<file path="src/rtl/ptpv2_pps_capture.sv">
// ptpv2_pps_capture
// Receive side of the 1PPS interface. An external, asynchronous pps_i is
// synchronised into the RTC domain and glitch-filtered. At each qualified
// rising edge the RTC {sec,ns} is captured and handed to software through
// a valid/ack handshake. Overrun and missing-pulse conditions are flagged.
//
// Optional feature macro: PPS_LATENCY_COMP_EN
//   defined   : LAT_NS is subtracted from the captured time (borrowing a
//               second when ns < LAT_NS); the subtraction is done when the
//               pending registers load, so it adds no latency.
//   undefined : the raw RTC value is committed unchanged.
//
// Ports
//   rtc_clk, rtc_rst_n      sole clock, async active-low reset
//   enable_i                block enable (level)
//   pps_i                   external PPS, asynchronous
//   rtc_sec_i, rtc_ns_i     free-running RTC time, rtc_clk domain
//   cap_ack_i               one-cycle acknowledge of the current capture
//   cap_valid_o             capture registers hold an unacknowledged stamp
//   cap_sec_o, cap_ns_o     captured time
//   cap_ovf_o               sticky: pulse qualified while capture unacked
//   glitch_o                one-cycle: an edge was rejected by the filter
//   miss_o                  one-cycle: no qualified pulse within timeout
//   int_pps_o               cap_valid_o | cap_ovf_o
module ptpv2_pps_capture #(
    parameter int SYNC_STAGES  = 2,
    parameter int MIN_HIGH_CYC = 4,
    parameter int MISS_TMO_CYC = 150000000,
    parameter int LAT_NS       = 24
) (
    input  logic        rtc_clk,
    input  logic        rtc_rst_n,
    input  logic        enable_i,
    input  logic        pps_i,
    input  logic [47:0] rtc_sec_i,
    input  logic [29:0] rtc_ns_i,
    input  logic        cap_ack_i,
    output logic        cap_valid_o,
    output logic [47:0] cap_sec_o,
    output logic [29:0] cap_ns_o,
    output logic        cap_ovf_o,
    output logic        glitch_o,
    output logic        miss_o,
    output logic        int_pps_o
);

`ifdef PPS_LATENCY_COMP_EN
    localparam bit COMP_EN = 1'b1;
`else
    localparam bit COMP_EN = 1'b0;
`endif

    localparam int HW = $clog2(MIN_HIGH_CYC + 1);
    localparam int TW = $clog2(MISS_TMO_CYC + 1);

    localparam logic [HW-1:0] HCNT_LAST = HW'(MIN_HIGH_CYC - 1);
    localparam logic [TW-1:0] TMR_LAST  = TW'(MISS_TMO_CYC - 1);
    localparam logic [29:0]   LAT       = 30'(LAT_NS);
    localparam logic [29:0]   NS_BORROW = 30'd1000000000 - LAT;

    localparam logic [2:0] S_IDLE      = 3'd0;
    localparam logic [2:0] S_WAIT_RISE = 3'd1;
    localparam logic [2:0] S_QUAL      = 3'd2;
    localparam logic [2:0] S_COMMIT    = 3'd3;
    localparam logic [2:0] S_WAIT_LOW  = 3'd4;

    // ---------------- synchroniser / edge detect ----------------
    logic [SYNC_STAGES-1:0] sync_q, sync_d;
    logic [SYNC_STAGES-1:0] primed_q, primed_d;
    logic                   sync_prev_q, sync_prev_d;
    logic                   armed_q, armed_d;
    logic                   sync_out, rise;

    // primed_q marks when the cleared synchroniser has been refilled from
    // pps_i. Only a low seen after that arms the edge detector, so a pulse
    // already high across reset is ignored until it goes low and high again.
    always_comb begin
        sync_d      = {sync_q[SYNC_STAGES-2:0], pps_i};
        primed_d    = {primed_q[SYNC_STAGES-2:0], 1'b1};
        sync_out    = sync_q[SYNC_STAGES-1];
        sync_prev_d = sync_out;
        armed_d     = armed_q | (primed_q[SYNC_STAGES-1] & ~sync_out);
        rise        = sync_out & ~sync_prev_q & armed_q;
    end

    // ---------------- FSM, pending stamp, miss timer ----------------
    logic [2:0]    state_q, state_d;
    logic [HW-1:0] hcnt_q, hcnt_d;
    logic [47:0]   pend_sec_q, pend_sec_d;
    logic [29:0]   pend_ns_q, pend_ns_d;
    logic [TW-1:0] tmr_q, tmr_d;
    logic          commit, glitch, miss;
    logic [47:0]   in_sec;
    logic [29:0]   in_ns;

    // Latency compensation is folded into the pending load.
    always_comb begin
        in_sec = rtc_sec_i;
        in_ns  = rtc_ns_i;
        if (COMP_EN) begin
            if (rtc_ns_i < LAT) begin
                in_sec = rtc_sec_i - 48'd1;
                in_ns  = rtc_ns_i + NS_BORROW;
            end else begin
                in_ns  = rtc_ns_i - LAT;
            end
        end
    end

    always_comb begin
        state_d    = state_q;
        hcnt_d     = hcnt_q;
        pend_sec_d = pend_sec_q;
        pend_ns_d  = pend_ns_q;
        commit     = 1'b0;
        glitch     = 1'b0;

        case (state_q)
            S_IDLE: begin
                if (enable_i) state_d = S_WAIT_RISE;
            end
            S_WAIT_RISE: begin
                if (rise) begin
                    pend_sec_d = in_sec;
                    pend_ns_d  = in_ns;
                    hcnt_d     = HW'(1);
                    // The rise cycle itself counts as the first high cycle.
                    state_d    = (MIN_HIGH_CYC <= 1) ? S_COMMIT : S_QUAL;
                end
            end
            S_QUAL: begin
                if (!sync_out) begin
                    glitch     = 1'b1;
                    pend_sec_d = '0;
                    pend_ns_d  = '0;
                    hcnt_d     = '0;
                    state_d    = S_WAIT_RISE;
                end else begin
                    hcnt_d = hcnt_q + HW'(1);
                    if (hcnt_q == HCNT_LAST) state_d = S_COMMIT;
                end
            end
            S_COMMIT: begin
                commit  = 1'b1;
                hcnt_d  = '0;
                state_d = S_WAIT_LOW;
            end
            S_WAIT_LOW: begin
                if (!sync_out) state_d = S_WAIT_RISE;
            end
            default: state_d = S_IDLE;
        endcase

        if (!enable_i) begin
            state_d    = S_IDLE;
            hcnt_d     = '0;
            pend_sec_d = '0;
            pend_ns_d  = '0;
            commit     = 1'b0;
            glitch     = 1'b0;
        end
    end

    // Miss timer runs whenever the block is armed and restarts on each
    // commit; it wraps on expiry so miss_o repeats every timeout.
    always_comb begin
        miss  = 1'b0;
        tmr_d = tmr_q + TW'(1);
        if (!enable_i || state_q == S_IDLE || commit) begin
            tmr_d = '0;
        end else if (tmr_q == TMR_LAST) begin
            tmr_d = '0;
            miss  = 1'b1;
        end
    end

    // ---------------- capture registers / handshake ----------------
    logic        cap_valid_q, cap_valid_d;
    logic        cap_ovf_q, cap_ovf_d;
    logic [47:0] cap_sec_q, cap_sec_d;
    logic [29:0] cap_ns_q, cap_ns_d;
    logic        ack;

    always_comb begin
        ack         = cap_ack_i & cap_valid_q;
        cap_valid_d = cap_valid_q;
        cap_ovf_d   = cap_ovf_q;
        cap_sec_d   = cap_sec_q;
        cap_ns_d    = cap_ns_q;
        if (commit && (!cap_valid_q || ack)) begin
            // Free slot, or the old stamp is being acked this very cycle.
            cap_valid_d = 1'b1;
            cap_ovf_d   = 1'b0;
            cap_sec_d   = pend_sec_q;
            cap_ns_d    = pend_ns_q;
        end else if (commit) begin
            // Software has not taken the old stamp: keep it, flag overrun.
            cap_ovf_d = 1'b1;
        end else if (ack) begin
            cap_valid_d = 1'b0;
            cap_ovf_d   = 1'b0;
        end
    end

    always_ff @(posedge rtc_clk or negedge rtc_rst_n) begin
        if (!rtc_rst_n) begin
            sync_q      <= '0;
            primed_q    <= '0;
            sync_prev_q <= 1'b0;
            armed_q     <= 1'b0;
            state_q     <= S_IDLE;
            hcnt_q      <= '0;
            pend_sec_q  <= '0;
            pend_ns_q   <= '0;
            tmr_q       <= '0;
            cap_valid_q <= 1'b0;
            cap_ovf_q   <= 1'b0;
            cap_sec_q   <= '0;
            cap_ns_q    <= '0;
        end else begin
            sync_q      <= sync_d;
            primed_q    <= primed_d;
            sync_prev_q <= sync_prev_d;
            armed_q     <= armed_d;
            state_q     <= state_d;
            hcnt_q      <= hcnt_d;
            pend_sec_q  <= pend_sec_d;
            pend_ns_q   <= pend_ns_d;
            tmr_q       <= tmr_d;
            cap_valid_q <= cap_valid_d;
            cap_ovf_q   <= cap_ovf_d;
            cap_sec_q   <= cap_sec_d;
            cap_ns_q    <= cap_ns_d;
        end
    end

    assign cap_valid_o = cap_valid_q;
    assign cap_ovf_o   = cap_ovf_q;
    assign cap_sec_o   = cap_sec_q;
    assign cap_ns_o    = cap_ns_q;
    assign glitch_o    = glitch;
    assign miss_o      = miss;
    assign int_pps_o   = cap_valid_q | cap_ovf_q;

endmodule

</file>
<file path="config.mk">
export PLATFORM = sky130hd
export DESIGN_NAME = ptpv2_pps_capture
export DESIGN_NICKNAME = d
export VERILOG_FILES = /design/src/rtl/ptpv2_pps_capture.sv
export SDC_FILE = /design/constraint.sdc
export NUM_CORES = 1
export LEC_CHECK = 0
export ABC_AREA = 1
export CORE_MARGIN = 2
export CORE_UTILIZATION = 45
export DETAILED_ROUTE_END_ITERATION = 12
export GPL_ROUTABILITY_DRIVEN = 0
export GPL_TIMING_DRIVEN = 0
export PLACE_DENSITY = 0.76
export REMOVE_ABC_BUFFERS = 1
export SLEW_MARGIN = 40
export SYNTH_ARGS = -nofsm -noshare
export SYNTH_HDL_FRONTEND = slang
export SYNTH_SLANG_ARGS = --single-unit
</file>
<file path="constraint.sdc">
create_clock -name rtc_clk -period 4.6 [get_ports rtc_clk]
set_input_delay 0.46 -clock rtc_clk [delete_from_list [all_inputs] [get_ports rtc_clk]]
set_output_delay 0.46 -clock rtc_clk [all_outputs]
set_load 0.1 [all_outputs]
</file>
After elaboration in Yosys (flattened, before gate mapping)
Cells that the tools add are included.
W data, S select, Z words.
- register bits: 198
- output and inout port bits: 83
- logic and storage cells: 81
- add/subtract/negate cells: 2
- equality and inequality tests: 13
- multiplexer cells: 32
- bitwise gates (word level): 8
- reduce and logical (&&, ||, !) cells: 13
- operators by type and width (operator ; count):
    $mux W48 ; 3
    $pmux W48 S2 ; 1
    $mux W30 ; 3
    $pmux W30 S2 ; 1
    $mux W28 ; 2
    $add A28 B1 Y28 const B ; 1
    $eq A28 B28 Y1 const B ; 1
    $mux W3 ; 8
    $pmux W3 S5 ; 1
    $mux W1 ; 12
    $eq A3 B2 Y1 const B ; 3
    $ne A3 B3 Y1 const B ; 3
    $pmux W3 S3 ; 1
    $reduce_and A3 Y1 ; 2
    $and A1 B1 Y1 ; 4
    $ne A4 B1 Y1 const B ; 1
    $ne A4 B4 Y1 const B ; 1
    $reduce_and A2 Y1 ; 2
    $add A3 B1 Y3 const B ; 1
    $eq A3 B1 Y1 const B ; 1
    $eq A3 B3 Y1 const B ; 1
    $logic_not A3 Y1 ; 1
    $logic_or A1 B1 Y1 ; 3
    $ne A3 B1 Y1 const B ; 1
    7 further kinds ; 10

Depth between registers and ports, before layout
- word-level depth: 6
- gate-level depth with buffers: 10
- gate-level depth less buffers: 9

Least setup slack after synthesis
Ideal clock, no wire load.
- kind: input to output
- from: input enable_i
- to: output glitch_o
- data arrival time: 2757 ps
- required time: 4140 ps
- setup slack: 1383 ps
- cell stages on the path: 3
- path buffers: 1
- path through: buf_2 inv_1 nor3_1
- word-level cells in the longest chain between the ends: 1
- RTL lines (item ; line ; text):
    start, declared ; 33 ; input logic enable_i,
    $mux W1 ; 154 ; if (!enable_i) begin
    end, declared ; 42 ; output logic glitch_o,
No other way between the ends.

Worst setup path after layout
- from: input enable_i
- to: register pend_sec_q[19]
- word-level cells in the longest chain between the ends: 2
- elaborated cells between the ends (all ways): 5
- RTL lines (item ; line ; text):
    $ne A3 B1 Y1 (no line) or $ne A3 B3 Y1 (tied branches) ; - ;
    $reduce_and A3 Y1 (no line) ; - ;
    end signal, assigned ; 227 ; pend_sec_q <= pend_sec_d;
    end, declared ; 89 ; logic [47:0] pend_sec_q, pend_sec_d;
Several ways; a longest one is shown, not always the timed one.
A chain may end at the register's enable or synchronous reset.

==> qor.csv <==
metric;value;unit
Critical Path AT;3.27;ns
Initial Util;0.4546;
MaxCap Viol Count;0;
DP Area;9878;sq um
All-Layer GR Usage;0.2019;
WS Path Type;in2reg;
Comb pwr share;0.460;
Clk Latency, worst-skew pair;0.42;ns
final hold viol count;0;
worst slew pin tran;0.7295;ns
Final WS setup;1.678;ns
Leakage;5.303;nW
max-slew violation count;0;
die height;140.8;microns
DRC viols;0;
Min Clock Period, post-route;2.922;ns
slowest cell on the critical path;clkdlybuf4s50_1;
Synth cell types;28;
Mapped Cells;1004;
worst slack at placement;1.029;ns
Wirelength per Cell;13.56;microns
maximum vdd ir drop;430.5;uV
post-DP HPWL;12710;microns
commonest non-fill, non-tap cells in the layout;503 x nand2_1, 198 x dfrtp_1, 83 x buf_2;
worst r2r src;state_q[1];
Final Cell Area;10490;sq um
initial drt markers;358;
crit path cell chain;clkdlybuf4s50_1 > nand2_1 > inv_6 > nand2_1 > nand3_4 > buf_12 > buf_12 > buf_12 > buf_12 > nand2_1 > o21ai_1;
PD cells;733.7;nW/um^2
Worst-path clk slew;0.07;ns
core area;18520;sq um
sequential element share of the synthesized area;0.5886;
CP startpoint kind;input port;
Layout area overhead;24.63;%
layout cells sized above 1;0.1217;
Worst Hold Class;reg2reg;
Port-buffer cells;165;
Synth Warn #;0;
CTS max path bufs;2;
area of the die;19820;sq um
period utilization;0.6353;
#FFs+latches synth;198;
Crit. End Element;flip-flop;
Reg power frac;0.344;
clk sink count;198;
H-tree depth;4;
GRT overflow;0;
DIE WIDTH;140.8;microns
ANT cells;0;
CTS buffer count;17;
vias in the first global route;6535;
RSZ-0062 raised after global routing;no;
status;finished, final reports clean;
CP required;4.95;ns
Max Clock Skew;0.009796;ns
largest net degree at the start of global routing;81;
Via density;4.777;
Max Freq;342.2;MHz
CP startpoint;enable_i;
Sw Ratio;0.5044;
maximum fanout along the worst path;80;
nets;1240;
Avg Cell Area, Syn;8.385;sq um
Core Util, Final;0.5666;
final setup fails;0;
synthesized area;8418;sq um
Vias;6693;
remaining antenna violation count;0;
hold path start;sync_q[0];
Int Pwr;3.815;mW
leading cell type in the layout, fill and taps excluded;nand2_1;
global-route wire length before repair;32170;microns
NetSw;3.883;mW
I/O pin cnt;166;
clock power share;0.196;
Most Frequent Cell on Critical Path;buf_12;
Relative slew margins;0.5136;
clk root buf;clkbuf_16;
final WL;18990;microns
DRT Pass-1 Iters;5;
CP max stage delay;0.68;ns
number of antenna violations at the first check in global routing;0;
post_cts resized;0;
CTS tree;done;
row cnt;50;
-- layout make-up --
type / instances / area [sq um]
clock buffers: 21 / 460.4
clock inverters: 11 / 140.1
fillers: 1712 / 8026
inverters: 44 / 175.2
multi-input cells: 718 / 3007
flip-flops and latches: 198 / 4955
well taps: 234 / 292.8
repair buffers: 175 / 1461
-- metal layers --
metal,vias to the layer above,share of wire,GRT usage
met1,3142,0.46,0.2675
li1,3386,-,-
met5,-,0,0
met2,158,0.46,0.3186
met4,0,0.0061,0.05105
met3,7,0.073,0.07337
-- through the flow --
step	instances	setup TNS, ns	power [mW]	hold WS [ns]
2_1_floorplan	960	0	5.401	0.1644
3_3_place_gp	1359	-1111.42	6.372	0.3312
3_5_place_dp	1368	0	6.229	0.3033
4_1_cts	1401	0	7.766	0.3452
5_1_grt	1401	0	8.104	0.3598
6_report	1401	0	7.698	0.3470
-- Yosys cell counts --
| master | count | area, sq um |
|---|---|---|
| nor2_4 | 2 | 22.52 |
| nand3_2 | 4 | 40.04 |
| buf_6 | 14 | 157.7 |
| xnor2_1 | 4 | 35.03 |
| nand3_1 | 16 | 80.08 |
| nand2_2 | 1 | 6.260 |
| buf_2 | 11 | 55.05 |
| nand4_1 | 1 | 6.260 |
| nor2_2 | 4 | 25.02 |
| clkbuf_1 | 13 | 48.80 |
| conb_1 | 1 | 3.750 |
| ha_1 | 3 | 37.54 |
| o21bai_1 | 2 | 15.01 |
| inv_2 | 6 | 22.52 |
| inv_1 | 38 | 142.6 |
| nand3b_1 | 1 | 7.510 |
| a21o_1 | 1 | 7.510 |
| o21ai_2 | 1 | 8.760 |
| nor2_1 | 78 | 292.8 |
| or2_2 | 1 | 6.260 |
| dfrtp_1 | 198 | 4955 |
| o21ai_1 | 71 | 355.3 |
| nor3_1 | 2 | 10.01 |
| buf_4 | 6 | 45.04 |
| nand2_1 | 503 | 1888 |
| a21oi_1 | 1 | 5.000 |
| o21ai_0 | 12 | 60.06 |
| xor2_1 | 9 | 78.83 |
-- cell families after synthesis --
| family | share of synthesized area |
|---|---|
| XOR/XNOR | 0.01353 |
| buffers and inverters | 0.05603 |
| flip-flops | 0.5886 |
| AND/OR/NAND/NOR | 0.2833 |
| AO/OA/AOI/OAI | 0.05366 |
| adder cells (fa/ha/maj) | 0.004459 |
| other | 0.0004455 |
-- power by group through the flow --
stage,sequential [mW],clock [mW],combinational (mW)
6_report,2.65,1.51,3.54
5_1_grt,2.72,1.63,3.76
4_1_cts,2.65,1.55,3.57
3_5_place_dp,2.66,0,3.57
3_3_place_gp,2.67,0,3.70
2_1_floorplan,4.54,0,0.866
-- flip-flops by register name (all words and copies together) (netlist names) --
signal / cells
hcnt_q: 3
pend_ns_q: 30
cap_sec_o: 48
cap_ovf_o: 1
cap_valid_o: 1
tmr_q: 28
state_q: 3
sync_prev_q: 1
primed_q: 2
pend_sec_q: 48
sync_q: 2
cap_ns_o: 30
armed_q: 1
-- path summary, 6_finish.rpt --
path	endpoint	slack, ns	cells after the start
max in group asynchronous	pend_ns_q[22]	3.24	4
max reg2reg	pend_sec_q[19]	1.89	11
max	pend_sec_q[19]	1.68	11
min reg2reg	sync_q[1]	0.35	0
min in group asynchronous	hcnt_q[2]	0.46	2
min	sync_q[1]	0.35	0
-- critical path: cells and delay by family --
kind | cells | cell delay [ns]
AO/OA/AOI/OAI | 1 | 0.09
buffers and inverters | 6 | 2.01
AND/OR/NAND/NOR | 4 | 0.65
-- what timing repair did --
item,CTS,global route
buffers inserted,0,0
hold endpoints to repair,17,0
hold buffers,1,0
No activity file was read; power rests on OpenSTA's default activity.
